<file path="config.mk">
export PLATFORM = sky130hd
export DESIGN_NAME = countdown_timer
export DESIGN_NICKNAME = d
export VERILOG_FILES = /design/src/rtl/timer_pkg.sv /design/src/rtl/countdown_timer_hms_dec.sv /design/src/rtl/countdown_timer.sv
export SDC_FILE = /design/constraint.sdc
export NUM_CORES = 1
export LEC_CHECK = 0
export CORE_UTILIZATION = 49
export DETAILED_ROUTE_END_ITERATION = 12
export PLACE_DENSITY_LB_ADDON = 0.3
export SYNTH_ARGS = -nofsm -noshare
export SYNTH_HDL_FRONTEND = slang
export SYNTH_HIERARCHICAL = 1
export SYNTH_SLANG_ARGS = --single-unit
</file>
<file path="constraint.sdc">
create_clock -name clk -period 2.6 [get_ports clk]
set_input_delay 0.65 -clock clk [delete_from_list [all_inputs] [get_ports clk]]
set_output_delay 0.65 -clock clk [all_outputs]
set_load 0.01 [all_outputs]
</file>
<file path="src/rtl/timer_pkg.sv">
// Shared types and field widths for the hours/minutes/seconds timer family.
package timer_pkg;

    typedef enum logic [1:0] {
        IDLE  = 2'd0,
        RUN   = 2'd1,
        PAUSE = 2'd2,
        ALARM = 2'd3
    } state_t;

    localparam int SEC_W = 6;
    localparam int MIN_W = 6;
    localparam int HR_W  = 5;

    localparam logic [SEC_W-1:0] SEC_MAX = 6'd59;
    localparam logic [MIN_W-1:0] MIN_MAX = 6'd59;

    // Saturate a 6-bit field value to an upper limit.
    function automatic logic [5:0] sat6(input logic [5:0] v, input logic [5:0] lim);
        logic [5:0] r;
        if (v > lim) begin
            r = lim;
        end else begin
            r = v;
        end
        return r;
    endfunction

endpackage

</file>
<file path="src/rtl/countdown_timer_hms_dec.sv">
// Combinational h:m:s decrement with borrow, plus zero / one flags for the
// current value. Pairs with the stopwatch's increment cell.
module hms_dec
    import timer_pkg::*;
(
    input  logic [HR_W-1:0]  hr_i,
    input  logic [MIN_W-1:0] min_i,
    input  logic [SEC_W-1:0] sec_i,
    output logic [HR_W-1:0]  hr_o,
    output logic [MIN_W-1:0] min_o,
    output logic [SEC_W-1:0] sec_o,
    output logic             is_one,
    output logic             is_zero
);

    assign is_zero = (hr_i == 5'd0) && (min_i == 6'd0) && (sec_i == 6'd0);
    assign is_one  = (hr_i == 5'd0) && (min_i == 6'd0) && (sec_i == 6'd1);

    // Ripple the borrow from seconds into minutes and hours; hours hold at 0
    // because the caller detects expiry before an underflow could occur.
    always_comb begin
        hr_o  = hr_i;
        min_o = min_i;
        sec_o = sec_i;
        if (sec_i != 6'd0) begin
            sec_o = sec_i - 6'd1;
        end else begin
            sec_o = SEC_MAX;
            if (min_i != 6'd0) begin
                min_o = min_i - 6'd1;
            end else begin
                min_o = MIN_MAX;
                if (hr_i != 5'd0) begin
                    hr_o = hr_i - 5'd1;
                end else begin
                    hr_o = hr_i;
                end
            end
        end
    end

endmodule

</file>
<file path="src/rtl/countdown_timer.sv">
// Hours/minutes/seconds countdown timer with start/pause/resume, latched
// alarm with acknowledge, and optional auto-reload of the stored preset.
module countdown_timer
    import timer_pkg::*;
#(
    parameter int HR_MAX      = 23,
    parameter bit AUTO_RELOAD = 1'b0
) (
    input  logic             clk,
    input  logic             clr_n,
    input  logic             tick,
    input  logic             load,
    input  logic [HR_W-1:0]  set_hr,
    input  logic [MIN_W-1:0] set_min,
    input  logic [SEC_W-1:0] set_sec,
    input  logic             start,
    input  logic             pause,
    input  logic             ack,
    output logic [HR_W-1:0]  hr,
    output logic [MIN_W-1:0] min,
    output logic [SEC_W-1:0] sec,
    output logic             running,
    output logic             done,
    output logic             alarm
);

    localparam logic [HR_W-1:0] HR_LIM = HR_MAX[HR_W-1:0];

    state_t           state_q, state_d;
    logic [HR_W-1:0]  hr_q, hr_d, pre_hr_q, pre_hr_d;
    logic [MIN_W-1:0] min_q, min_d, pre_min_q, pre_min_d;
    logic [SEC_W-1:0] sec_q, sec_d, pre_sec_q, pre_sec_d;
    logic             running_q, running_d;
    logic             done_q, done_d;
    logic             alarm_q, alarm_d;

    logic [HR_W-1:0]  dec_hr_s;
    logic [MIN_W-1:0] dec_min_s;
    logic [SEC_W-1:0] dec_sec_s;
    logic             is_one_s, is_zero_s;
    logic [HR_W-1:0]  clamp_hr_s;
    logic [MIN_W-1:0] clamp_min_s;
    logic [SEC_W-1:0] clamp_sec_s;
    logic             pre_zero_s;

    hms_dec u_dec (
        .hr_i    (hr_q),
        .min_i   (min_q),
        .sec_i   (sec_q),
        .hr_o    (dec_hr_s),
        .min_o   (dec_min_s),
        .sec_o   (dec_sec_s),
        .is_one  (is_one_s),
        .is_zero (is_zero_s)
    );

    assign clamp_sec_s = sat6(set_sec, SEC_MAX);
    assign clamp_min_s = sat6(set_min, MIN_MAX);
    assign pre_zero_s  = (pre_hr_q == 5'd0) && (pre_min_q == 6'd0) && (pre_sec_q == 6'd0);

    // Clamp preset hours to the configured maximum.
    always_comb begin
        if (set_hr > HR_LIM) begin
            clamp_hr_s = HR_LIM;
        end else begin
            clamp_hr_s = set_hr;
        end
    end

    // Next-state, next-count and next-output decode; priority load > ack > start > pause > tick.
    always_comb begin
        state_d   = state_q;
        hr_d      = hr_q;
        min_d     = min_q;
        sec_d     = sec_q;
        pre_hr_d  = pre_hr_q;
        pre_min_d = pre_min_q;
        pre_sec_d = pre_sec_q;
        done_d    = 1'b0;
        case (state_q)
            IDLE: begin
                if (load) begin
                    state_d   = IDLE;
                    hr_d      = clamp_hr_s;
                    min_d     = clamp_min_s;
                    sec_d     = clamp_sec_s;
                    pre_hr_d  = clamp_hr_s;
                    pre_min_d = clamp_min_s;
                    pre_sec_d = clamp_sec_s;
                end else if (start && !is_zero_s) begin
                    state_d = RUN;
                end else begin
                    state_d = IDLE;
                end
            end
            RUN: begin
                // load, ack and start have no effect while counting
                if (pause) begin
                    state_d = PAUSE;
                end else if (tick) begin
                    if (is_one_s) begin
                        done_d = 1'b1;
                        if (AUTO_RELOAD) begin
                            hr_d  = pre_hr_q;
                            min_d = pre_min_q;
                            sec_d = pre_sec_q;
                            if (pre_zero_s) begin
                                state_d = IDLE;
                            end else begin
                                state_d = RUN;
                            end
                        end else begin
                            hr_d    = 5'd0;
                            min_d   = 6'd0;
                            sec_d   = 6'd0;
                            state_d = ALARM;
                        end
                    end else begin
                        hr_d  = dec_hr_s;
                        min_d = dec_min_s;
                        sec_d = dec_sec_s;
                    end
                end else begin
                    state_d = RUN;
                end
            end
            PAUSE: begin
                if (load) begin
                    state_d   = IDLE;
                    hr_d      = clamp_hr_s;
                    min_d     = clamp_min_s;
                    sec_d     = clamp_sec_s;
                    pre_hr_d  = clamp_hr_s;
                    pre_min_d = clamp_min_s;
                    pre_sec_d = clamp_sec_s;
                end else if (start) begin
                    state_d = RUN;
                end else begin
                    state_d = PAUSE;
                end
            end
            ALARM: begin
                if (load) begin
                    state_d   = IDLE;
                    hr_d      = clamp_hr_s;
                    min_d     = clamp_min_s;
                    sec_d     = clamp_sec_s;
                    pre_hr_d  = clamp_hr_s;
                    pre_min_d = clamp_min_s;
                    pre_sec_d = clamp_sec_s;
                end else if (ack) begin
                    state_d = IDLE;
                end else begin
                    state_d = ALARM;
                end
            end
            default: begin
                state_d = IDLE;
                hr_d    = 5'd0;
                min_d   = 6'd0;
                sec_d   = 6'd0;
            end
        endcase
        running_d = (state_d == RUN);
        alarm_d   = (state_d == ALARM);
    end

    // State, count, preset and registered status outputs.
    always_ff @(posedge clk or negedge clr_n) begin
        if (!clr_n) begin
            state_q   <= IDLE;
            hr_q      <= 5'd0;
            min_q     <= 6'd0;
            sec_q     <= 6'd0;
            pre_hr_q  <= 5'd0;
            pre_min_q <= 6'd0;
            pre_sec_q <= 6'd0;
            running_q <= 1'b0;
            done_q    <= 1'b0;
            alarm_q   <= 1'b0;
        end else begin
            state_q   <= state_d;
            hr_q      <= hr_d;
            min_q     <= min_d;
            sec_q     <= sec_d;
            pre_hr_q  <= pre_hr_d;
            pre_min_q <= pre_min_d;
            pre_sec_q <= pre_sec_d;
            running_q <= running_d;
            done_q    <= done_d;
            alarm_q   <= alarm_d;
        end
    end

    assign hr      = hr_q;
    assign min     = min_q;
    assign sec     = sec_q;
    assign running = running_q;
    assign done    = done_q;
    assign alarm   = alarm_q;

endmodule

</file>
==> flow_metrics.py <==
metrics = {
    "outcome": {
        "status": "completed",
    },
    "critical_path": {
        "required_ns": 2.78,
        "critPathLaunchType": "flip-flop",
        "cp-end-kind": "flip-flop",
        "cpMaxStageDelayCell": "dfrtp_1",
        "rr_worst_depth": 8,
        "worst-path-buf-inv": 1,
        "cp_top_family": "simple AND/OR/NAND/NOR gates",
        "critPathLaunch": "min[0]",
        "crit_cells": 8,
        "cpPeakStageDelay_ns": 0.48,
        "critPathMaxFanout": 7,
        "crit_chain": "inv_1 -> ha_1 -> nor2b_1 -> nand4_1 -> mux2_1 -> nor4bb_1 -> a31oi_1 -> a21oi_1",
        "r2r_start": "min[0]",
        "critPathKind": "flip-flop to flip-flop",
        "cp.arrival_ns": 2.38,
    },
    "layout": {
        "area_growth_pct": 29.4,
        "fin_area_sq_um": 2260,
        "instances_no_fill": 275,
        "drive_gt1_frac": 0.109,
        "fin_nets": 259,
        "n_antenna_cell": 0,
    },
    "timing": {
        "period_share": 0.845,
        "tightest_slew_ns": 0.582,
        "final_hold_viol_count": 0,
        "slew_headroom": 0.610,
        "period_needed_ns": 2.20,
        "finalMaxSlewViolations": 0,
        "setup_violations": 0,
        "fin_worst_skew_ns": 0.00342,
        "rsz0062_at_grt": "no",
        "fin_setup_tns_ns": 0,
        "maxClockFrequency_mhz": 455,
    },
    "power_and_ir_drop": {
        "p_leak_nw": 0.964,
        "ir_drop_mv": 0.398,
        "power.switching_uw": 614,
        "seqPwrFrac": 0.387,
        "swShare": 0.393,
        "power.internal_uw": 947,
        "pwr-share-comb": 0.492,
        "power_frac_clock": 0.121,
        "design_power_total_mw": 1.56,
        "pwr_density_cell_nw_per_um2": 691,
    },
    "yosys": {
        "yosysWarnings": 6,
        "seq_area_frac_synth": 0.315,
        "netlist_area_sq_um": 1750,
        "syn_avg_cell_area_sq_um": 9.44,
        "netlist_instances": 185,
        "synthFlopType": "dfrtp_1",
        "synth-async-reset-ratio": 1.00,
        "syn_nets": 214,
        "ys_types": 55,
        "ys_ff_latch": 22,
        "synth_edf_count": 0,
    },
    "floorplan": {
        "io_pins": 44,
        "fp.dieH_um": 61.7,
        "coreArea_sq_um": 3360,
        "row_count": 21,
        "dieWidth_um": 61.7,
        "die_area_sq_um": 3810,
        "initial_core_util": 0.519,
    },
    "hold_path": {
        "hp-start": "sec[5]",
        "hp-class": "flip-flop to flip-flop",
        "holdPathStages": 2,
    },
    "grt": {
        "grt-ovfl-total": 0,
        "grt_max_degree": 23,
        "grt_pass1_vias": 1546,
        "antenna_found_initial": 0,
        "grt_first_pass_wirelength_um": 7100,
        "track_usage": 0.254,
    },
    "detailed_routing": {
        "route.antenna.remaining_nets": 0,
        "firstDrtPassIters": 4,
        "drc": 0,
        "routedWlPerCell_um": 16.2,
        "routed_wl_um": 4460,
        "drt-initial-drc-count": 124,
        "routed_via_density": 5.93,
        "via_count": 1632,
    },
    "cts": {
        "insertion_delay_ns": 0.30,
        "cts_made_buffers": 3,
        "clock_sinks": 22,
        "root_buffer": "clkbuf_4",
        "path_clk_slew_ns": 0.12,
        "ctsLongestPathBuffers": 2,
        "cts_resized": 0,
        "htreeDepth": 1,
        "hold_buffers": 0,
        "cts_tree": "yes",
        "postCtsSetupRepairBufs": 0,
    },
    "placed_design": {
        "port_buffers": 43,
        "gp_congestion": 0.909,
        "placedInstanceArea_sq_um": 2220,
        "placed_cells": 271,
        "dp_hpwl_um": 3480,
    },
    "flow_run": {
        "cap_viol_max_count": 0,
    },
}
Yosys cell counts, drive strengths merged (4+ instances only):
cell | number | share of area
a21o | 6 | 0.026
a21oi | 15 | 0.043
buf | 7 | 0.030
dfrtp | 22 | 0.32
ha | 5 | 0.036
inv | 16 | 0.034
mux2 | 6 | 0.039
mux2i | 8 | 0.046
nand2 | 5 | 0.011
nand3 | 6 | 0.017
nand4 | 7 | 0.029
nor2 | 9 | 0.019
nor3 | 7 | 0.026
nor4bb | 7 | 0.040
o21ai | 4 | 0.018
o221a | 4 | 0.026
o31ai | 4 | 0.017
xnor2 | 4 | 0.020
logic make-up after synthesis:
logic type / count (synthesis) / share of synthesized area
XOR/XNOR: 4 / 0.0201
AO/OA/AOI/OAI: 49 / 0.206
flip-flops: 22 / 0.315
multiplexers: 14 / 0.0845
AND/OR/NAND/NOR: 65 / 0.268
adder cells (fa/ha/maj): 5 / 0.0358
buffers and inverters: 26 / 0.0709
per-stage QoR:
step,worst slack (ns),utilization,hold slack [ns]
3_3_place_gp,0.416,0.661,0.586
3_5_place_dp,0.387,0.661,0.598
2_1_floorplan,0.360,-,0.354
5_1_grt,0.252,0.672,0.635
6_report,0.402,0.672,0.618
4_1_cts,0.419,0.672,0.615
sequential cells by signal, summed over array words and instances (netlist names):
register  flops
min           6
running       1
state_q       2
done          1
hr            5
alarm         1
sec           6
placed cells by master, fill, tap and decap left out, types with 2 or more instances in the layout:
cell type	synthesis	routed
a21oi_1	15	15
nand2b_1	3	3
o31ai_1	4	4
a21boi_1	2	2
nor2b_1	2	2
a32o_1	3	3
xnor2_1	4	4
nor2_1	9	9
mux2_1	3	3
buf_4	2	7
o221a_1	3	3
nand2_1	5	5
o21ai_1	2	2
nand3_1	6	6
nand4_1	6	6
dfrtp_1	22	22
nor4bb_1	7	7
ha_1	5	5
a41oi_1	2	2
o211ai_1	3	3
mux2_2	3	3
clkbuf_4	0	3
nor3b_1	3	3
nor3_1	5	5
clkdlybuf4s50_1	0	43
and2_1	3	3
a21o_1	6	6
mux2i_1	8	8
inv_1	15	15
nor3_2	2	2
per-layer routing:
| layer | GRT usage | up-vias | share of wire |
|---|---|---|---|
| met3 | 0.0248 | 8 | 0.042 |
| met1 | 0.350 | 788 | 0.45 |
| met2 | 0.407 | 46 | 0.48 |
| met4 | 0.114 | 0 | 0.023 |
| li1 | - | 790 | - |
| met5 | 0 | - | 0 |
power by group through the flow:
stage | Combinational, mW | Clock [mW] | Sequential [mW]
4_1_cts | 0.769 | 0.196 | 0.604
3_3_place_gp | 0.744 | 0 | 0.602
6_report | 0.769 | 0.188 | 0.605
5_1_grt | 0.842 | 0.210 | 0.625
3_5_place_dp | 0.766 | 0 | 0.610
2_1_floorplan | 0.431 | 0 | 0.609
worst paths after layout:
check | end | slack [ns]
setup / recovery | hr[3] | 0.40
hold / removal | sec[5] | 0.62
setup reg to reg | hr[3] | 0.40
hold reg to reg | sec[5] | 0.62
max in group asynchronous | min[2] | 1.68
min in group asynchronous | hr[0] | 0.68
cell type report:
type / instances / area (sq um)
tap: 46 / 57.6
timing repair buffer: 50 / 483
fill: 300 / 1100
sequential: 22 / 551
inverter: 16 / 60.1
clock buffer: 4 / 36.3
multi-input combinational: 137 / 1070
worst min-delay path: stages, from the launching register on:
cell     delay (ns)
dfrtp_1        0.46
inv_1          0.08
mux2i_1        0.06
Power figures use the tool's default switching activity.
